**src/rtl/gps_signal_gen.sv**
```systemverilog
// Two-channel C/A Gold code generator producing the 2-bit composite RX chip stream.
// Define GPS_SIGNAL_GEN_NOISE_EN to add pseudo-random chip erasure on RX.
module gps_signal_gen #(
  parameter int EPOCH_LEN = 1023,
  parameter int PHASE_W   = 10
) (
  input  logic               CLK,
  input  logic               RESET_N,
  input  logic               LOAD,
  input  logic [3:0]         TAP_A1,
  input  logic [3:0]         TAP_A2,
  input  logic [3:0]         TAP_B1,
  input  logic [3:0]         TAP_B2,
  input  logic [PHASE_W-1:0] PHASE_A,
  input  logic [PHASE_W-1:0] PHASE_B,
  input  logic               ENABLE_B,
  input  logic               START,
  input  logic               STOP,
  output logic [1:0]         RX,
  output logic               VALID,
  output logic               EPOCH,
  output logic [PHASE_W-1:0] CHIP,
  output logic               BUSY,
  output logic               CFG_ERR
);

  typedef enum logic [1:0] {
    ST_IDLE  = 2'd0,
    ST_ALIGN = 2'd1,
    ST_RUN   = 2'd2
  } state_t;

  localparam logic [PHASE_W-1:0] PHASE_MAX = PHASE_W'(EPOCH_LEN - 1);
  localparam logic [PHASE_W-1:0] CHIP_LAST = PHASE_W'(EPOCH_LEN);
  localparam logic [PHASE_W-1:0] P_ZERO    = {PHASE_W{1'b0}};
  localparam logic [PHASE_W-1:0] P_ONE     = PHASE_W'(1);

  // Register bit i holds LFSR stage i+1; new stage 1 enters at bit 0.
  function automatic logic [9:0] g1_step(input logic [9:0] g);
    return {g[8:0], g[2] ^ g[9]};
  endfunction

  function automatic logic [9:0] g2_step(input logic [9:0] g);
    return {g[8:0], g[1] ^ g[2] ^ g[5] ^ g[7] ^ g[8] ^ g[9]};
  endfunction

  function automatic logic tap_sel(input logic [9:0] g, input logic [3:0] t);
    logic bit_s;
    case (t)
      4'd1:    bit_s = g[0];
      4'd2:    bit_s = g[1];
      4'd3:    bit_s = g[2];
      4'd4:    bit_s = g[3];
      4'd5:    bit_s = g[4];
      4'd6:    bit_s = g[5];
      4'd7:    bit_s = g[6];
      4'd8:    bit_s = g[7];
      4'd9:    bit_s = g[8];
      4'd10:   bit_s = g[9];
      default: bit_s = 1'b0;
    endcase
    return bit_s;
  endfunction

  function automatic logic tap_ok(input logic [3:0] t);
    return (t >= 4'd1) && (t <= 4'd10);
  endfunction

  state_t             state_r, state_next;
  logic               busy_r;
  logic [3:0]         tap_a1_r, tap_a2_r, tap_b1_r, tap_b2_r;
  logic [PHASE_W-1:0] phase_a_r, phase_b_r;
  logic               en_b_r;
  logic               cfg_err_r;
  logic [PHASE_W-1:0] align_cnt_r;
  logic [9:0]         g1_a_r, g2_a_r, g1_b_r, g2_b_r;
  logic [1:0]         rx_r;
  logic               valid_r, epoch_r;
  logic [PHASE_W-1:0] chip_r;

  logic               cfg_ok_s, load_acc_s, start_s, run_out_s, erase_s;
  logic [PHASE_W-1:0] eff_pa_s, eff_pb_s, reg_pb_s, align_last_s, chip_next_s;
  logic               chip_a_s, chip_b_s;
  logic [1:0]         rx_sum_s, rx_out_s;

  // Configuration validation and the phases a START in this cycle would use.
  always_comb begin
    cfg_ok_s = tap_ok(TAP_A1) && tap_ok(TAP_A2) && tap_ok(TAP_B1) && tap_ok(TAP_B2) &&
               (PHASE_A <= PHASE_MAX) && (PHASE_B <= PHASE_MAX) &&
               (TAP_A1 != TAP_A2) && (!ENABLE_B || (TAP_B1 != TAP_B2));
    load_acc_s = LOAD && (state_r == ST_IDLE) && cfg_ok_s;
    start_s    = (state_r == ST_IDLE) && START && !STOP;
    reg_pb_s   = en_b_r ? phase_b_r : P_ZERO;
    if (load_acc_s) begin
      eff_pa_s = PHASE_A;
      eff_pb_s = ENABLE_B ? PHASE_B : P_ZERO;
    end else begin
      eff_pa_s = phase_a_r;
      eff_pb_s = reg_pb_s;
    end
    if (phase_a_r > reg_pb_s) begin
      align_last_s = phase_a_r - P_ONE;
    end else begin
      align_last_s = reg_pb_s - P_ONE;
    end
  end

  // Next-state logic.
  always_comb begin
    state_next = state_r;
    case (state_r)
      ST_IDLE: begin
        if (start_s) begin
          if ((eff_pa_s == P_ZERO) && (eff_pb_s == P_ZERO)) begin
            state_next = ST_RUN;
          end else begin
            state_next = ST_ALIGN;
          end
        end else begin
          state_next = ST_IDLE;
        end
      end
      ST_ALIGN: begin
        if (STOP) begin
          state_next = ST_IDLE;
        end else if (align_cnt_r == align_last_s) begin
          state_next = ST_RUN;
        end else begin
          state_next = ST_ALIGN;
        end
      end
      ST_RUN: begin
        if (STOP) begin
          state_next = ST_IDLE;
        end else begin
          state_next = ST_RUN;
        end
      end
      default: state_next = ST_IDLE;
    endcase
  end

  // Chip generation, composite sum and optional erasure.
  always_comb begin
    chip_a_s = g1_a_r[9] ^ tap_sel(g2_a_r, tap_a1_r) ^ tap_sel(g2_a_r, tap_a2_r);
    chip_b_s = g1_b_r[9] ^ tap_sel(g2_b_r, tap_b1_r) ^ tap_sel(g2_b_r, tap_b2_r);
    if (!en_b_r) begin
      rx_sum_s = chip_a_s ? 2'b01 : 2'b11;
    end else if (chip_a_s && chip_b_s) begin
      rx_sum_s = 2'b01;
    end else if (!chip_a_s && !chip_b_s) begin
      rx_sum_s = 2'b11;
    end else begin
      rx_sum_s = 2'b00;
    end
    rx_out_s    = erase_s ? 2'b00 : rx_sum_s;
    chip_next_s = (chip_r == CHIP_LAST) ? P_ONE : (chip_r + P_ONE);
    run_out_s   = (state_r == ST_RUN) && !STOP;
  end

  // State register.
  always_ff @(posedge CLK or negedge RESET_N) begin
    if (!RESET_N) begin
      state_r <= ST_IDLE;
      busy_r  <= 1'b0;
    end else begin
      state_r <= state_next;
      busy_r  <= (state_next != ST_IDLE);
    end
  end

  // Configuration latch; a rejected LOAD keeps the previous configuration.
  always_ff @(posedge CLK or negedge RESET_N) begin
    if (!RESET_N) begin
      tap_a1_r  <= 4'd2;
      tap_a2_r  <= 4'd6;
      tap_b1_r  <= 4'd3;
      tap_b2_r  <= 4'd7;
      phase_a_r <= P_ZERO;
      phase_b_r <= P_ZERO;
      en_b_r    <= 1'b0;
      cfg_err_r <= 1'b0;
    end else if (LOAD && (state_r == ST_IDLE)) begin
      if (cfg_ok_s) begin
        tap_a1_r  <= TAP_A1;
        tap_a2_r  <= TAP_A2;
        tap_b1_r  <= TAP_B1;
        tap_b2_r  <= TAP_B2;
        phase_a_r <= PHASE_A;
        phase_b_r <= PHASE_B;
        en_b_r    <= ENABLE_B;
        cfg_err_r <= 1'b0;
      end else begin
        cfg_err_r <= 1'b1;
      end
    end
  end

  // Align counter and per-channel LFSRs; each channel only advances up to its own phase in ALIGN.
  always_ff @(posedge CLK or negedge RESET_N) begin
    if (!RESET_N) begin
      align_cnt_r <= P_ZERO;
      g1_a_r      <= 10'h3FF;
      g2_a_r      <= 10'h3FF;
      g1_b_r      <= 10'h3FF;
      g2_b_r      <= 10'h3FF;
    end else if (start_s) begin
      align_cnt_r <= P_ZERO;
      g1_a_r      <= 10'h3FF;
      g2_a_r      <= 10'h3FF;
      g1_b_r      <= 10'h3FF;
      g2_b_r      <= 10'h3FF;
    end else if (state_r == ST_ALIGN) begin
      align_cnt_r <= align_cnt_r + P_ONE;
      if (align_cnt_r < phase_a_r) begin
        g1_a_r <= g1_step(g1_a_r);
        g2_a_r <= g2_step(g2_a_r);
      end
      if (align_cnt_r < reg_pb_s) begin
        g1_b_r <= g1_step(g1_b_r);
        g2_b_r <= g2_step(g2_b_r);
      end
    end else if (state_r == ST_RUN) begin
      g1_a_r <= g1_step(g1_a_r);
      g2_a_r <= g2_step(g2_a_r);
      g1_b_r <= g1_step(g1_b_r);
      g2_b_r <= g2_step(g2_b_r);
    end
  end

  // Registered chip outputs; anything other than an uninterrupted RUN cycle clears them.
  always_ff @(posedge CLK or negedge RESET_N) begin
    if (!RESET_N) begin
      rx_r    <= 2'b00;
      valid_r <= 1'b0;
      epoch_r <= 1'b0;
      chip_r  <= P_ZERO;
    end else if (run_out_s) begin
      rx_r    <= rx_out_s;
      valid_r <= 1'b1;
      epoch_r <= (chip_next_s == CHIP_LAST);
      chip_r  <= chip_next_s;
    end else begin
      rx_r    <= 2'b00;
      valid_r <= 1'b0;
      epoch_r <= 1'b0;
      chip_r  <= P_ZERO;
    end
  end

`ifdef GPS_SIGNAL_GEN_NOISE_EN
  logic [15:0] noise_r;

  always_comb begin
    erase_s = (noise_r[3:0] == 4'd0);
  end

  // Noise LFSR (taps 16,14,13,11) advances once per emitted chip.
  always_ff @(posedge CLK or negedge RESET_N) begin
    if (!RESET_N) begin
      noise_r <= 16'hACE1;
    end else if (start_s) begin
      noise_r <= 16'hACE1;
    end else if (run_out_s) begin
      noise_r <= {noise_r[0] ^ noise_r[2] ^ noise_r[3] ^ noise_r[5], noise_r[15:1]};
    end
  end
`else
  always_comb begin
    erase_s = 1'b0;
  end
`endif

  assign RX      = rx_r;
  assign VALID   = valid_r;
  assign EPOCH   = epoch_r;
  assign CHIP    = chip_r;
  assign BUSY    = busy_r;
  assign CFG_ERR = cfg_err_r;

endmodule

```
**config.mk**
```make
export PLATFORM = sky130hd
export DESIGN_NAME = gps_signal_gen
export DESIGN_NICKNAME = d
export VERILOG_FILES = /design/src/rtl/gps_signal_gen.sv
export SDC_FILE = /design/constraint.sdc
export NUM_CORES = 1
export LEC_CHECK = 0
export ABC_AREA = 0
export BUFFER_PORTS_ARGS = -buffer_cell sky130_fd_sc_hd__buf_2
export CAP_MARGIN = 20
export CELL_PAD_IN_SITES_DETAIL_PLACEMENT = 0
export CELL_PAD_IN_SITES_GLOBAL_PLACEMENT = 2
export CORE_MARGIN = 1
export CORE_UTILIZATION = 39
export CTS_BUF_LIST = sky130_fd_sc_hd__clkbuf_4
export DETAILED_ROUTE_END_ITERATION = 16
export PLACE_DENSITY_LB_ADDON = 0.15
export SLEW_MARGIN = 25
export SYNTH_ARGS = -nofsm -noshare
export SYNTH_HDL_FRONTEND = slang
export SYNTH_SLANG_ARGS = --single-unit
```
**constraint.sdc**
```tcl
create_clock -name CLK -period 6.65 [get_ports CLK]
set_clock_uncertainty 0.15 [all_clocks]
set_input_delay 0.9975 -clock CLK [delete_from_list [all_inputs] [get_ports CLK]]
set_output_delay 0.9975 -clock CLK [all_outputs]
set_load 0.02 [all_outputs]
```
==> impl_results.md <==
* Outcome: finished clean
* CP Launch Type: flip-flop
* Cts hold-fix bufs at 0
* Cells along the critical path: nand2_1, ha_1, nand4_1, a211oi_4, a2111oi_4, nor2_8, mux2i_1, ha_1, inv_1, nor3_4, nor2_2, a2111oi_0, and4bb_1, o31ai_2, o32ai_1
* Final Util at 0.436
* List of most frequent post-synthesis cells: nor2_1, dfrtp_1, nand2_1
* Pins Over Slew Limit at 0
* Crit-path max cell delay at 750 ps
* Crit-path max FO at 19
* Wire length per cell at 18.0 um
* Nets at 816
* Clk_lat worst skew at 480 ps
* Most used cell along the critical path: ha_1
* Pre-CTS setup slack at 2160 ps
* DRC Markers at 0
* Period utilisation layout at 0.679
* Min-delay worst type: reg2reg
* Layout area overhead at 8.14%
* Pre-antenna DRT Iters at 4
* Seq cells post-synth at 105
* Pwr/cell area at 464 mW/mm^2
* H-tree Lvls at 3
* Post-synth EDFFs at 0
* Vias at 5483
* Die ar. at 0.0186 mm^2
* DRT Wirelength at 17.5 mm
* Layout cells sized above 1 at 0.273
* R2r setup slk at 2140 ps
* Syn Std Cell Area at 0.00703 mm^2
* Post-CTS setup buffer count at 0
* Post-CTS Resized at 0
* Mapped Nets at 785
* Initial antenna violation count at 1
* Tmin final at 4510 ps
* Sequential area share after synthesis at 0.383
* Setup TNS at 0 ps
* Primary FF master, synth: dfrtp_1
* Synth area leader: dfrtp_1
* Pin count of the biggest net entering global routing at 60
* Slew @ Worst Pin at 854 ps
* Setup crit end kind: flip-flop
* Worst-path clk slew at 170 ps
* Slew headroom at 0.431
* Leak Pwr at 3.16 nW
* IO Port Bufs at 57
* Post-route ant nets at 0
* Core Rows at 48
* Share of the synthesized area in the top cell type at 0.203
* Unrepaired setup endpoints after global routing: false
* Vias in the first global route at 5454
* Fmax at 222 MHz
* Dpl hpwl at 12.7 mm
* CP arrival at 4710 ps
* Top cells by area, synth: dfrtp_1, dfstp_2, mux2_2
* Core area at 0.0174 mm^2
* Max Root-Sink Buffers at 2
* Hold Vio Cnt, Final at 0
* Max-cap viol count at 0
* Tot GR Track Use at 0.202
* Final worst setup slack at 2140 ps
* Critical path's slowest cell: dfrtp_1
* Die width at 136 um
* Via density per instance at 5.64
* Distinct cells, synth at 71
* Grt total ovfl at 0
* CTS root buf: clkbuf_4
* Mapped Cells at 710
* IO Pins at 58
* Synth warnings at 0
* # setup viols final at 0
* CTS tree: built
* Asr flop ratio synth at 1.00
* Clock buffer count from CTS at 9
* Count leader, synth: nor2_1
* Die height at 136 um
* VDD IR-drop max at 204 uV
* Sink Count at 105
* First-pass GRT wire length at 29.2 mm
* Critical path type: reg2reg
* Syn avg cell area at 9.90 um^2
* Gpl congestion at 0.872
* Critical path required time at 6850 ps
* DR iter-0 viols at 299
* Effective utilization at floorplan at 0.403
cell usage in the layout (no fill, tap or decap), types with 8 or more instances in the layout:
master    netlist  final
o21ai_0        29     29
dfstp_2        48     48
nor4_1          8      8
nor2_1         59     59
nor3_1         17     17
xnor2_1        30     30
a21oi_1        32     32
nand4_1        14     14
nand2_1        51     51
nand3_1        19     19
xor2_1         20     20
buf_2           2     56
mux2_2         37     37
o221a_2        19     19
dfrtp_1        57     56
clkbuf_4        0     11
a21o_1         14     14
inv_1          22     22
nand2b_1        9      9
a22oi_1        19     19
mux2i_1        32     32
o22ai_1        21     21
ha_1           33     33
per-layer routing:
metal  wire length, um  vias up  GRT usage
li1                  -     2690          -
met1              8240     2702      0.274
met2              8520       73      0.328
met3               465       18     0.0306
met4               307        0     0.0667
met5                 0        -          0
worst paths after layout:
kind | startpoint | cells past startpoint | end
hold reg to reg | g1_b_r[0] | 2 | g1_b_r[1]
setup / recovery | en_b_r | 15 | state_r[1]
max in group asynchronous | RESET_N | 2 | tap_a2_r[3]
min in group asynchronous | RESET_N | 1 | phase_a_r[3]
hold / removal | g1_b_r[0] | 2 | g1_b_r[1]
setup reg to reg | en_b_r | 15 | state_r[1]
state kept, by name, summed over array words and instances (netlist names):
signal and flops:
CHIP 10, BUSY 1, EPOCH 1, tap_b1_r 4, phase_a_r 10, phase_b_r 10
tap_a1_r 4, CFG_ERR 1, g1_a_r 10, g1_b_r 10, state_r 2, align_cnt_r 10
tap_b2_r 4, g2_b_r 10, VALID 1, RX 2, en_b_r 1, tap_a2_r 4
g2_a_r 10
worst max-delay path, delay by kind of cell, from the launching register on:
family	cells	cell delay, ps
buffers and inverters	1	90
adders and majority gates	2	590
DFF	1	750
AOI/OAI and AO/OA	5	1310
muxes	1	270
and+or+nand+nor	6	1230
cell families (layout without fill, tap and decap cells):
logic type      count (synthesis)  count (layout)  share of synthesized area
mux                            77              77                      0.129
compound gates                168             168                      0.173
simple gates                  210             210                      0.151
fa+ha+maj                      33              33                     0.0588
flops                         105             105                      0.383
buf+inv                        65             101                     0.0362
other cells                     0               1                          0
xor+xnor                       52              52                     0.0687
area by class of cell:
| cell class | count | area, um^2 |
|---|---|---|
| fill | 1727 | 9820 |
| multi-input combinational | 540 | 4090 |
| sequential | 105 | 2690 |
| timing repair buffer | 62 | 325 |
| tap | 225 | 282 |
| inverter | 23 | 86.3 |
| clock buffer | 11 | 82.6 |
| clock inverter | 5 | 37.5 |
| antenna | 1 | 2.50 |
power breakdown:
group | leakage (nW) | total (mW) | switching, mW | internal, mW
sequential | 1.23 | 1.34 | 0.372 | 0.972
combinational | 1.85 | 1.87 | 0.948 | 0.919
clock | 0.0674 | 0.314 | 0.225 | 0.0887
metrics by stage:
step	total power, mW	instances	hold slack [ps]	instance area (um^2)
floorplan	2.79	710	308	7030
global placement	3.18	955	317	7470
detailed placement	3.23	955	324	7470
CTS	3.56	971	323	7590
global route	3.85	972	338	7600
finish	3.53	972	325	7600
Note: power is estimated with default switching activity, not from simulation.
